===== src/rtl/fan_speed_controller.sv =====
// Fan speed controller: power/speed/timer pulses drive a soft-ramped PWM motor output
// with a seconds-based auto-off countdown.
module fan_speed_controller #(
  parameter int unsigned CLK_HZ      = 1000,
  parameter int unsigned PWM_PERIOD  = 10,
  parameter int unsigned DUTY1       = 4,
  parameter int unsigned DUTY2       = 7,
  parameter int unsigned DUTY3       = 10,
  parameter int unsigned RAMP_FRAMES = 2,
  parameter int unsigned TIMER_STEP  = 30,
  parameter int unsigned TIMER_MAX   = 240,
  localparam int unsigned DW         = $clog2(PWM_PERIOD + 1)
) (
  input  logic          clk_in,
  input  logic          rst_n,
  input  logic          power_pulse,
  input  logic          speed_pulse,
  input  logic          timer_pulse,
  output logic          pwm_out,
  output logic [1:0]    speed_level,
  output logic [DW-1:0] duty_cur,
  output logic [7:0]    timer_remain,
  output logic          running
);

  localparam int unsigned PW = (PWM_PERIOD > 1) ? $clog2(PWM_PERIOD) : 1;
  localparam int unsigned SW = (CLK_HZ > 1) ? $clog2(CLK_HZ) : 1;
  localparam int unsigned RW = (RAMP_FRAMES > 1) ? $clog2(RAMP_FRAMES) : 1;

  typedef enum logic [1:0] {StOff, StRamp, StRun} state_e;

  state_e        state_q, state_d;
  logic [1:0]    speed_q, speed_d;
  logic [DW-1:0] duty_q, duty_d;
  logic [7:0]    timer_q, timer_d;
  logic [SW-1:0] sec_cnt_q, sec_cnt_d;
  logic [PW-1:0] pwm_cnt_q, pwm_cnt_d;
  logic [RW-1:0] ramp_cnt_q, ramp_cnt_d;
  logic          pwm_q, pwm_d;

  logic [DW-1:0] target;
  logic [7:0]    timer_base;
  logic [8:0]    timer_sum;
  logic          frame_end, sec_last, expire;

  assign frame_end = (pwm_cnt_q == PW'(PWM_PERIOD - 1));
  assign sec_last  = (sec_cnt_q == SW'(CLK_HZ - 1));
  assign expire    = (timer_q == 8'd1) && sec_last;

  always_comb begin
    case (speed_q)
      2'd1:    target = DW'(DUTY1);
      2'd2:    target = DW'(DUTY2);
      2'd3:    target = DW'(DUTY3);
      default: target = '0;
    endcase
  end

  always_comb begin
    state_d    = state_q;
    speed_d    = speed_q;
    duty_d     = duty_q;
    timer_d    = timer_q;
    sec_cnt_d  = sec_cnt_q;
    ramp_cnt_d = ramp_cnt_q;
    timer_base = timer_q;
    timer_sum  = '0;
    pwm_cnt_d  = frame_end ? '0 : pwm_cnt_q + PW'(1);
    pwm_d      = (32'(pwm_cnt_q) < 32'(duty_q));

    case (state_q)
      StOff: begin
        if (power_pulse) begin
          state_d    = StRamp;
          speed_d    = 2'd1;
          ramp_cnt_d = '0;
        end
      end
      default: begin
        if (power_pulse || expire) begin
          state_d    = StOff;
          speed_d    = '0;
          duty_d     = '0;
          timer_d    = '0;
          sec_cnt_d  = '0;
          ramp_cnt_d = '0;
        end else begin
          if (timer_q != 8'd0) begin
            if (sec_last) begin
              sec_cnt_d  = '0;
              timer_base = timer_q - 8'd1;
            end else begin
              sec_cnt_d = sec_cnt_q + SW'(1);
            end
          end
          timer_d = timer_base;
          // A pulse at the ceiling cancels; otherwise add and clamp via the 9-bit sum.
          if (timer_pulse) begin
            timer_sum = {1'b0, timer_base} + 9'(TIMER_STEP);
            if (timer_base == 8'(TIMER_MAX)) begin
              timer_d = '0;
            end else if (timer_sum >= 9'(TIMER_MAX)) begin
              timer_d = 8'(TIMER_MAX);
            end else begin
              timer_d = timer_sum[7:0];
            end
          end
          if (timer_d == 8'd0) begin
            sec_cnt_d = '0;
          end

          if (speed_pulse) begin
            speed_d    = (speed_q == 2'd3) ? 2'd1 : speed_q + 2'd1;
            state_d    = StRamp;
            ramp_cnt_d = '0;
          end else if (state_q == StRamp && frame_end) begin
            if (duty_q == target) begin
              state_d = StRun;
            end else if (ramp_cnt_q == RW'(RAMP_FRAMES - 1)) begin
              ramp_cnt_d = '0;
              duty_d     = (duty_q < target) ? duty_q + DW'(1) : duty_q - DW'(1);
            end else begin
              ramp_cnt_d = ramp_cnt_q + RW'(1);
            end
          end
        end
      end
    endcase
  end

  always_ff @(posedge clk_in or negedge rst_n) begin
    if (!rst_n) begin
      state_q    <= StOff;
      speed_q    <= '0;
      duty_q     <= '0;
      timer_q    <= '0;
      sec_cnt_q  <= '0;
      pwm_cnt_q  <= '0;
      ramp_cnt_q <= '0;
      pwm_q      <= 1'b0;
    end else begin
      state_q    <= state_d;
      speed_q    <= speed_d;
      duty_q     <= duty_d;
      timer_q    <= timer_d;
      sec_cnt_q  <= sec_cnt_d;
      pwm_cnt_q  <= pwm_cnt_d;
      ramp_cnt_q <= ramp_cnt_d;
      pwm_q      <= pwm_d;
    end
  end

  assign pwm_out      = pwm_q;
  assign speed_level  = speed_q;
  assign duty_cur     = duty_q;
  assign timer_remain = timer_q;
  assign running      = (state_q != StOff);

endmodule


===== config.mk =====
export PLATFORM = sky130hd
export DESIGN_NAME = fan_speed_controller
export DESIGN_NICKNAME = d
export VERILOG_FILES = /design/src/rtl/fan_speed_controller.sv
export SDC_FILE = /design/constraint.sdc
export NUM_CORES = 1
export LEC_CHECK = 0
export ABC_AREA = 1
export CORE_ASPECT_RATIO = 0.5
export CORE_MARGIN = 1.5
export CORE_UTILIZATION = 40
export CTS_BUF_LIST = sky130_fd_sc_hd__clkbuf_16
export DETAILED_ROUTE_END_ITERATION = 16
export DONT_BUFFER_PORTS = 1
export PLACE_DENSITY = 0.58
export SKIP_LAST_GASP = 1
export SYNTH_ARGS = -nofsm -noshare
export SYNTH_HDL_FRONTEND = slang
export SYNTH_SLANG_ARGS = --single-unit

===== constraint.sdc =====
create_clock -name clk_in -period 3.4 [get_ports clk_in]
set_input_delay 0.68 -clock clk_in [delete_from_list [all_inputs] [get_ports clk_in]]
set_output_delay 0.68 -clock clk_in [all_outputs]
set_load 0.005 [all_outputs]

==> results_dict.tcl, run 1 <==
set metrics [dict create \
    crit_top_cell "nand2_1" \
    final.setup.tns_ps 0 \
    cts_resized 0 \
    layoutNonFillerInstCount 467 \
    tightest_slew_ps 521.6 \
    synth_cells 373 \
    worstPathArrival_ps 3210 \
    finalCritPeriodShare 0.8978 \
    postSynth.asyncResetShare 1.000 \
    syn-num-nets 394 \
    synth-seq-area-share 0.3078 \
    holdWs_ps 98.31 \
    grtUsageTotal 0.1985 \
    n_antenna_cell 0 \
    synthesis.area_sq_um 2601 \
    fin_crit_ps 3052 \
    fin_nets 399 \
    r2r-start "sec_cnt_q[0]" \
    synth_edf_count 0 \
    ir_drop_mv 0.2528 \
    cp_top_family "simple AND/OR/NAND/NOR gates" \
    syn_avg_cell_area_sq_um 6.974 \
    clk_latency_ps 270 \
    die_w_microns 117.0 \
    antenna_found_initial 0 \
    crit_type "register to register" \
    cts-hold-fix-buffers 0 \
    dp.cells 459 \
    maxSlewViolCount 0 \
    maxCapViolCount 0 \
    clock-root-buffer "clkbuf_16" \
    yosys_warnings 0 \
    dpl.hpwl_mm 4.624 \
    rsz0062_at_grt "no" \
    first_global_vias 2166 \
    io_buffers 0 \
    finalWirelength_mm 6.102 \
    finalPower_uw 2281 \
    ys_types 38 \
    gr-total-overflow 0 \
    synthTopCellsByArea "dfrtp_1 (31%), nand2_1 (17%), ha_1 (7.2%), inv_1 (6.2%), nor2_1 (5.8%)" \
    yosysTopAreaCell "dfrtp_1" \
    critPathMaxStageDelay_ps 390 \
    die_area_sq_um 7025 \
    num_vias 2359 \
    synth_commonest_cells "nand2_1 (115), inv_1 (43), nor2_1 (40)" \
    r2r_cells 20 \
    grt_max_degree 33 \
    utilization 0.4603 \
    fp-row-count 20 \
    leakagePower_uw 0.001504 \
    die-height_microns 60.02 \
    max_slew_margin 0.6519 \
    io_pins 21 \
    critPathRequiredTime_ps 3560 \
    crit_chain "ha_1 > nand2_1 > inv_2 > nand3_2 > nor2_4 > nand2_1 > nand3_2 > nand2_1 > nor2_2 > nand2_1 > nand2_2 > nand2_1 > a21oi_1 > nand2_1 > nor2_2 > nand3_4 > nand2_1 > nand2_2 > nand2_1 > nand2_1" \
    drc 0 \
    setup_viol 0 \
    pwr_density_cell_nw_per_um2 801.8 \
    area_growth_pct 9.380 \
    reg2reg_to "sec_cnt_q[7]" \
    htreeDepth 2 \
    grt_first_pass_wirelength_mm 10.56 \
    cts_tree "built" \
    clock_path_buffers 2 \
    finalHoldViolations 0 \
    fin_skew_ps 1.931 \
    critPathLaunchType "register" \
    path_max_fanout 13 \
    cp-end-kind "register" \
    worstHoldPathType "primary input to asynchronous set/reset pin" \
    cpMaxStageDelayCell "dfrtp_1" \
    status "finished clean" \
    synth_top_area_share 0.3078 \
    drive_above_1_share 0.1266 \
    gp_congestion 0.8510 \
    timing.fmax_mhz 327.6 \
    start_util 0.4209 \
    drt_iter0_drc 179 \
    drt-vias-per-instance 5.051 \
    detail-route-antenna-nets 0 \
    yosysMostFrequentCell "nand2_1" \
    reg2reg_slack_ps 350 \
    core_sq_um 6181 \
    first_pass_iters 5 \
    clk_pin_slew_ps 50 \
    cts_buffers 5 \
    drt-wirelength-per-cell_microns 13.07 \
    cts.sinks 32 \
    postCtsSetupRepairBufs 0 \
    cp_num_buf_inv 1 \
    synth.ff_latch_count 32 \
    ys.flop_type "dfrtp_1" \
]
## layer usage
metal,track usage,part of all wire,vias to the layer above
li1,-,-,1198
met1,0.2854,0.50,1091
met2,0.2932,0.43,60
met3,0.04970,0.056,10
met4,0.06368,0.017,0
met5,0,0,-
## worst max path at each step
stage	startpoint	endpoint	slack, ps	depth (start not counted)
floorplan	timer_remain[0]	sec_cnt_q[5]	910	18
global placement	timer_remain[0]	sec_cnt_q[2]	300	17
detailed placement	timer_remain[0]	sec_cnt_q[7]	240	17
CTS	timer_remain[0]	sec_cnt_q[7]	220	17
global route	sec_cnt_q[0]	sec_cnt_q[6]	6	20
finish	sec_cnt_q[0]	sec_cnt_q[7]	350	20
## power breakdown
part	internal, uW	leakage (uW)	switching, uW
logic	429	0.00101	872
clock network	266	0.0000710	160
registers	456	0.000424	98.4
## cells by family (layout without fill, tap and decap cells)
kind of cell / count (synthesis) / after routing / synth area share
fa+ha+maj: 16 / 16 / 0.07985
xor+xnor: 13 / 13 / 0.04377
simple gates: 215 / 215 / 0.3834
flops: 32 / 32 / 0.3078
buf+inv: 53 / 59 / 0.08080
compound gates: 44 / 44 / 0.1044
## final cells by class
type / count / area, sq um
clock buffer: 5 / 125.1
clock inverter: 3 / 13.76
fill: 634 / 3336
inverter: 50 / 187.7
multi-input combinational: 288 / 1600
sequential: 32 / 800.8
tap: 88 / 110.1
timing repair buffer: 1 / 7.507
## metrics by stage
stage / worst slack [ps] / cell area, sq um
2_1_floorplan: 909.4 / 2601
3_3_place_gp: 304.2 / 2696
3_5_place_dp: 238.7 / 2696
4_1_cts: 218.5 / 2835
5_1_grt: 5.546 / 2845
6_report: 347.6 / 2845
## layout by cell type, fill, tap and decap left out, types with 3 or more instances in the layout
cell type,synthesis,final
a21oi_1,9,9
inv_2,6,6
o22ai_1,3,3
nand2_2,6,6
xnor2_1,3,3
o21ai_2,3,3
nand4_1,4,4
nand3_2,10,9
nor2_1,40,40
nand2_1,115,115
ha_1,15,14
o21ai_0,17,17
xor2_1,10,10
nand3_1,24,24
dfrtp_1,32,32
nor2_2,5,5
clkbuf_16,0,5
inv_1,43,43
## state kept, by name, indices dropped and copies added, names as in the netlist
signal        flops
sec_cnt_q        10
timer_remain      8
duty_cur          4
pwm_cnt_q         4
speed_level       2
state_q           2
pwm_out           1
ramp_cnt_q        1
Power figures use the tool's default switching activity.
==> run 2, diff against run 1 <==
- ABC_AREA: 1 -> 0
==> results_dict.tcl, run 2 <==
set metrics [dict create \
    synth_commonest_cells "nand2_1 (34), dfrtp_1 (32), o21ai_0 (27)" \
    synth.ff_latch_count 32 \
    synth-seq-area-share 0.2929 \
    drt_iter0_drc 130 \
    maxCapViolCount 0 \
    core_sq_um 6648 \
    die-height_microns 61.46 \
    clk_latency_ps 270 \
    synthesis.area_sq_um 2734 \
    tightest_slew_ps 864.4 \
    fill_cells 639 \
    crit_type "register to register" \
    drt-vias-per-instance 5.895 \
    gp_congestion 1.011 \
    grtUsageTotal 0.2039 \
    synth_cells 313 \
    layout_common_cells "nand2_1 (34), dfrtp_1 (32), o21ai_0 (27)" \
    drt-wirelength-per-cell_microns 17.35 \
    grt_first_pass_wirelength_mm 11.60 \
    cp_top_family "simple AND/OR/NAND/NOR gates" \
    crit_chain "or3b_4 > or3_1 > nor3_4 > mux2_4 > nor4_1 > o21ai_0 > a21o_1 > or2_4 > a22o_1" \
    area_growth_pct 14.23 \
    regMostFlops "sec_cnt_q" \
    cts-hold-fix-buffers 0 \
    finalHoldViolations 0 \
    fin_skew_ps 3.944 \
    mostFrequentLayoutCell "nand2_1" \
    synthTopCellsByArea "dfrtp_1 (29%), ha_1 (6.9%), o21ai_0 (4.9%), nand2_1 (4.7%), a22o_1 (3.5%)" \
    dp.cells 409 \
    die_w_microns 119.9 \
    cpMaxStageDelayCell "or3b_4" \
    yosysTopAreaCell "dfrtp_1" \
    first_global_vias 2321 \
    path_max_fanout 8 \
    yosysMostFrequentCell "nand2_1" \
    first_pass_iters 4 \
    cts_buffers 5 \
    critPathMaxStageDelay_ps 490 \
    status "finished clean" \
    max_slew_margin 0.4216 \
    antenna_found_initial 0 \
    drive_above_1_share 0.1824 \
    fin_crit_ps 3198 \
    detail-route-antenna-nets 0 \
    largest_register_ffs 10 \
    critPathLaunchType "register" \
    yosys_warnings 0 \
    syn_avg_cell_area_sq_um 8.734 \
    fp-row-count 21 \
    clk_pin_slew_ps 50 \
    setup_viol 0 \
    postSynth.asyncResetShare 1.000 \
    critPathRequiredTime_ps 3560 \
    rsz0062_at_grt "no" \
    synth_edf_count 0 \
    synth_top_area_share 0.2929 \
    gr-total-overflow 0 \
    setup_ws_ps 201.5 \
    ys_types 73 \
    start_util 0.4113 \
    clock-root-buffer "clkbuf_16" \
    grt_max_degree 33 \
    final.setup.tns_ps 0 \
    finalInstanceArea_sq_um 3123 \
    syn-num-nets 334 \
    leakagePower_uw 0.001350 \
    htreeDepth 2 \
    dpl.hpwl_mm 5.543 \
    ys.flop_type "dfrtp_1" \
    timing.fmax_mhz 312.6 \
    maxSlewViolCount 0 \
    num_vias 2482 \
    n_antenna_cell 0 \
    finalCritPeriodShare 0.9407 \
    io_buffers 0 \
    cp-end-kind "register" \
    worstHoldPathType "primary input to asynchronous set/reset pin" \
    cts.sinks 32 \
    cts_tree "built" \
    finalWirelength_mm 7.304 \
    die_area_sq_um 7370 \
    place_area_sq_um 2913 \
    fin_nets 350 \
    worstPathArrival_ps 3360 \
    cp_num_buf_inv 0 \
    dp_slack_ps 56.56 \
    ir_drop_mv 0.2321 \
    layoutNonFillerInstCount 421 \
    pwr_density_cell_nw_per_um2 585.4 \
    drc 0 \
    io_pins 21 \
    clock_path_buffers 2 \
]
==> run 2: logic make-up (layout without fill, tap and decap cells) <==
| logic type | after synthesis | after routing | synth area share |
|---|---|---|---|
| multiplexers | 8 | 8 | 0.03432 |
| XOR/XNOR | 8 | 8 | 0.02838 |
| adder cells (fa/ha/maj) | 16 | 16 | 0.07597 |
| buffers and inverters | 35 | 51 | 0.05492 |
| AO/OA/AOI/OAI | 97 | 97 | 0.2577 |
| AND/OR/NAND/NOR | 117 | 117 | 0.2558 |
| flip-flops | 32 | 32 | 0.2929 |
==> run 2: repair_timing <==
action,in CTS,in global routing
gates resized for setup,0,8
endpoints found under the setup margin,0,8
endpoints found under the hold margin,0,0
buffers inserted,0,5
==> run 2: cell type report <==
class,count,area (sq um),area share
Tap cell,92,115.1,0.03686
Inverter,21,78.83,0.02524
Multi-Input combinational cell,246,1823,0.5837
Clock inverter,2,7.507,0.002404
Timing Repair Buffer,23,172.7,0.05529
Sequential cell,32,800.8,0.2564
Clock buffer,5,125.1,0.04006
==> run 2: layer usage <==
metal  share of wire  track usage
met5               0            0
met4           0.018      0.06803
met3           0.054      0.04815
met2            0.47       0.3624
met1            0.46       0.2528
==> run 2: worst paths after layout <==
kind / startpoint / cells after the start / slack (ps) / to
max reg2reg: sec_cnt_q[3] / 9 / 200 / sec_cnt_q[4]
min in group clk_in: speed_pulse / 1 / 480 / state_q[1]
max: sec_cnt_q[3] / 9 / 200 / sec_cnt_q[4]
min reg2reg: sec_cnt_q[1] / 2 / 540 / sec_cnt_q[1]
min: rst_n / 0 / 100 / timer_remain[2]
max in group asynchronous: rst_n / 0 / 3210 / sec_cnt_q[3]
==> run 2: report_power, final <==
part	switching, uW	leakage [uW]	internal (uW)
clock	157	0.0000648	262
sequential	85.7	0.000426	432
combinational	538	0.000859	354
total	781	0.00135	1050
==> run 2: metrics by stage <==
stage	total power (uW)	util	hold WS, ps
floorplan	1136	-	384.4
global placement	1330	0.4382	385.6
detailed placement	1348	0.4382	385.9
CTS	1769	0.4581	93.51
global route	1943	0.4698	93.10
finish	1828	0.4698	101.1
==> run 3, diff against run 2 <==
- CELL_PAD_IN_SITES_DETAIL_PLACEMENT: not set -> 2
- CELL_PAD_IN_SITES_GLOBAL_PLACEMENT: not set -> 2
- PLACE_DENSITY: 0.58 -> 0.84
- TNS_END_PERCENT: not set -> 50
==> results_dict.tcl, run 3 (synthesis gave the netlist of run 2 again) <==
set metrics [dict create \
    finalWirelength_mm 10.37 \
    finalPower_uw 1974 \
    maxSlewViolCount 0 \
    ir_drop_mv 0.2537 \
    fin_crit_ps 3320 \
    finalInstanceArea_sq_um 3154 \
    num_vias 2663 \
    grt_use_met2 0.5363 \
    fp-row-count 21 \
    utilization 0.4745 \
    multi_input_area_sq_um 1844 \
    crit_start "timer_remain[0]" \
    setup_viol 0 \
    start_util 0.4113 \
    drt-vias-per-instance 6.310 \
    place_area_sq_um 2950 \
    drt-wirelength-per-cell_microns 24.56 \
    clk_latency_ps 280 \
    critPathLaunchType "register" \
    fin_nets 351 \
    power_switching_uw 903.0 \
    seq_power_share 0.266 \
    clock_path_buffers 2 \
    grt_max_degree 33 \
    cpMaxStageDelayCell "or3b_1" \
    tightest_slew_ps 777.4 \
    die_w_microns 119.9 \
    critPathMaxStageDelay_ps 460 \
    p_comb_frac 0.512 \
    io_buffers 0 \
    critPathRequiredTime_ps 3560 \
    clk_pin_slew_ps 60 \
    first_global_vias 2921 \
    die_area_sq_um 7370 \
    cts_buffers 5 \
    r2r_cells 11 \
    clock-root-buffer "clkbuf_16" \
    cp-end-kind "register" \
    finalCritPeriodShare 0.9766 \
    finalHoldViolations 0 \
    grtUsageTotal 0.2953 \
    max_slew_margin 0.4798 \
    mostFrequentLayoutCell "nand2_1" \
    clkPwrFrac 0.222 \
    detail-route-antenna-nets 0 \
    crit_path_end "sec_cnt_q[6]" \
    status "finished clean" \
    grt_util_met1 0.3685 \
    antenna_found_initial 0 \
    dpl.hpwl_mm 7.212 \
    n_antenna_cell 0 \
    crit_chain "inv_1 > ha_1 > or3b_1 > nor4_4 > mux2i_2 > buf_4 > nand2b_1 > a2111o_1 > a21o_1 > or2_4 > a22o_1" \
    drt_iter0_drc 224 \
    layout_common_cells "nand2_1 (34), dfrtp_1 (31), o21ai_0 (27)" \
    power.internal_uw 1071 \
    top_usage_layer "met2" \
    drive_above_1_share 0.1970 \
    cts-hold-fix-buffers 0 \
    first_pass_iters 4 \
    die-height_microns 61.46 \
    sw_frac_of_total 0.4574 \
    io_pins 21 \
    cts_tree "built" \
    timing.fmax_mhz 301.2 \
    reg2reg_to "sec_cnt_q[6]" \
    grtUsageMet3 0.05833 \
    fin_skew_ps 8.784 \
    path_max_fanout 8 \
    gp_congestion 0.8753 \
    largest_register_ffs 10 \
    worstPathArrival_ps 3480 \
    leakagePower_uw 0.001379 \
    core_sq_um 6648 \
    crit_type "register to register" \
    r2r-start "timer_remain[0]" \
    drc 0 \
    final.setup.tns_ps 0 \
    fill_cells 713 \
    dp_slack_ps -170.7 \
    setup_ws_ps 79.68 \
    htreeDepth 2 \
    gr-total-overflow 0 \
    grt_first_pass_wirelength_mm 16.42 \
    register_area_sq_um 802.0 \
    reg2reg_slack_ps 80 \
    maxCapViolCount 0 \
    rsz0062_at_grt "yes" \
    pwr_density_cell_nw_per_um2 625.8 \
    area_growth_pct 15.38 \
    worstHoldPathType "primary input to asynchronous set/reset pin" \
    regMostFlops "sec_cnt_q" \
    cts.sinks 32 \
]
## run 3: cell count changes in the layout (fill, tap and decap cells not counted), sizes merged
| cell | change |
|---|---|
| inv | +1 |
| clkinv | -1 |
| buf | +1 |
## run 3: layout make-up
class	instances	area share
multi-input cells	246	0.5847
flip-flops and latches	32	0.2543
repair buffers	24	0.05712
clock buffers	5	0.03967
well taps	92	0.03649
inverters	21	0.02499
clock inverters	2	0.002777
## run 3: worst min-delay path by stage
stage                      from             end  slack (ps)
after floorplan           rst_n     duty_cur[0]         380
after global placement    rst_n    pwm_cnt_q[2]         390
after detailed placement  rst_n    pwm_cnt_q[2]         390
after CTS                 rst_n    sec_cnt_q[0]          80
after global routing      rst_n  speed_level[1]          80
final                     rst_n    sec_cnt_q[0]          90
## run 3: timing repair
| action | in CTS | in global routing |
|---|---|---|
| pin swaps | 0 | 1 |
| resized for setup | 8 | 4 |
| buffers inserted | 0 | 1 |
| setup endpoints to repair | 8 | 9 |
| gates cloned | 0 | 0 |
## run 3: power groups by stage
| stage | Clock, uW | Combinational, uW | Sequential (uW) |
|---|---|---|---|
| after CTS | 440 | 988 | 522 |
| after global placement | 0 | 857 | 512 |
| final | 438 | 1010 | 526 |
| after detailed placement | 0 | 928 | 517 |
| after global routing | 456 | 1090 | 532 |
| after floorplan | 0 | 635 | 501 |
## run 3: critical path, delay by kind of cell, from the launching register on
family | cells | cell delay, ps
simple gates | 4 | 1250
flops | 1 | 380
mux | 1 | 170
buf+inv | 2 | 290
compound gates | 3 | 860
fa+ha+maj | 1 | 240
## run 3: layer usage
metal	share of wire	wire, microns	vias to the layer above
met5	0	0	-
met4	0.013	138	0
met3	0.044	458	14
met2	0.50	5132	59
met1	0.45	4637	1404
li1	-	-	1186
## run 3: metrics by stage
step / hold WS (ps) / instances
floorplan: 384.4 / 313
detailed placement: 385.3 / 414
CTS: 82.40 / 421
finish: 88.99 / 422
global placement: 385.3 / 414
global route: 81.09 / 422
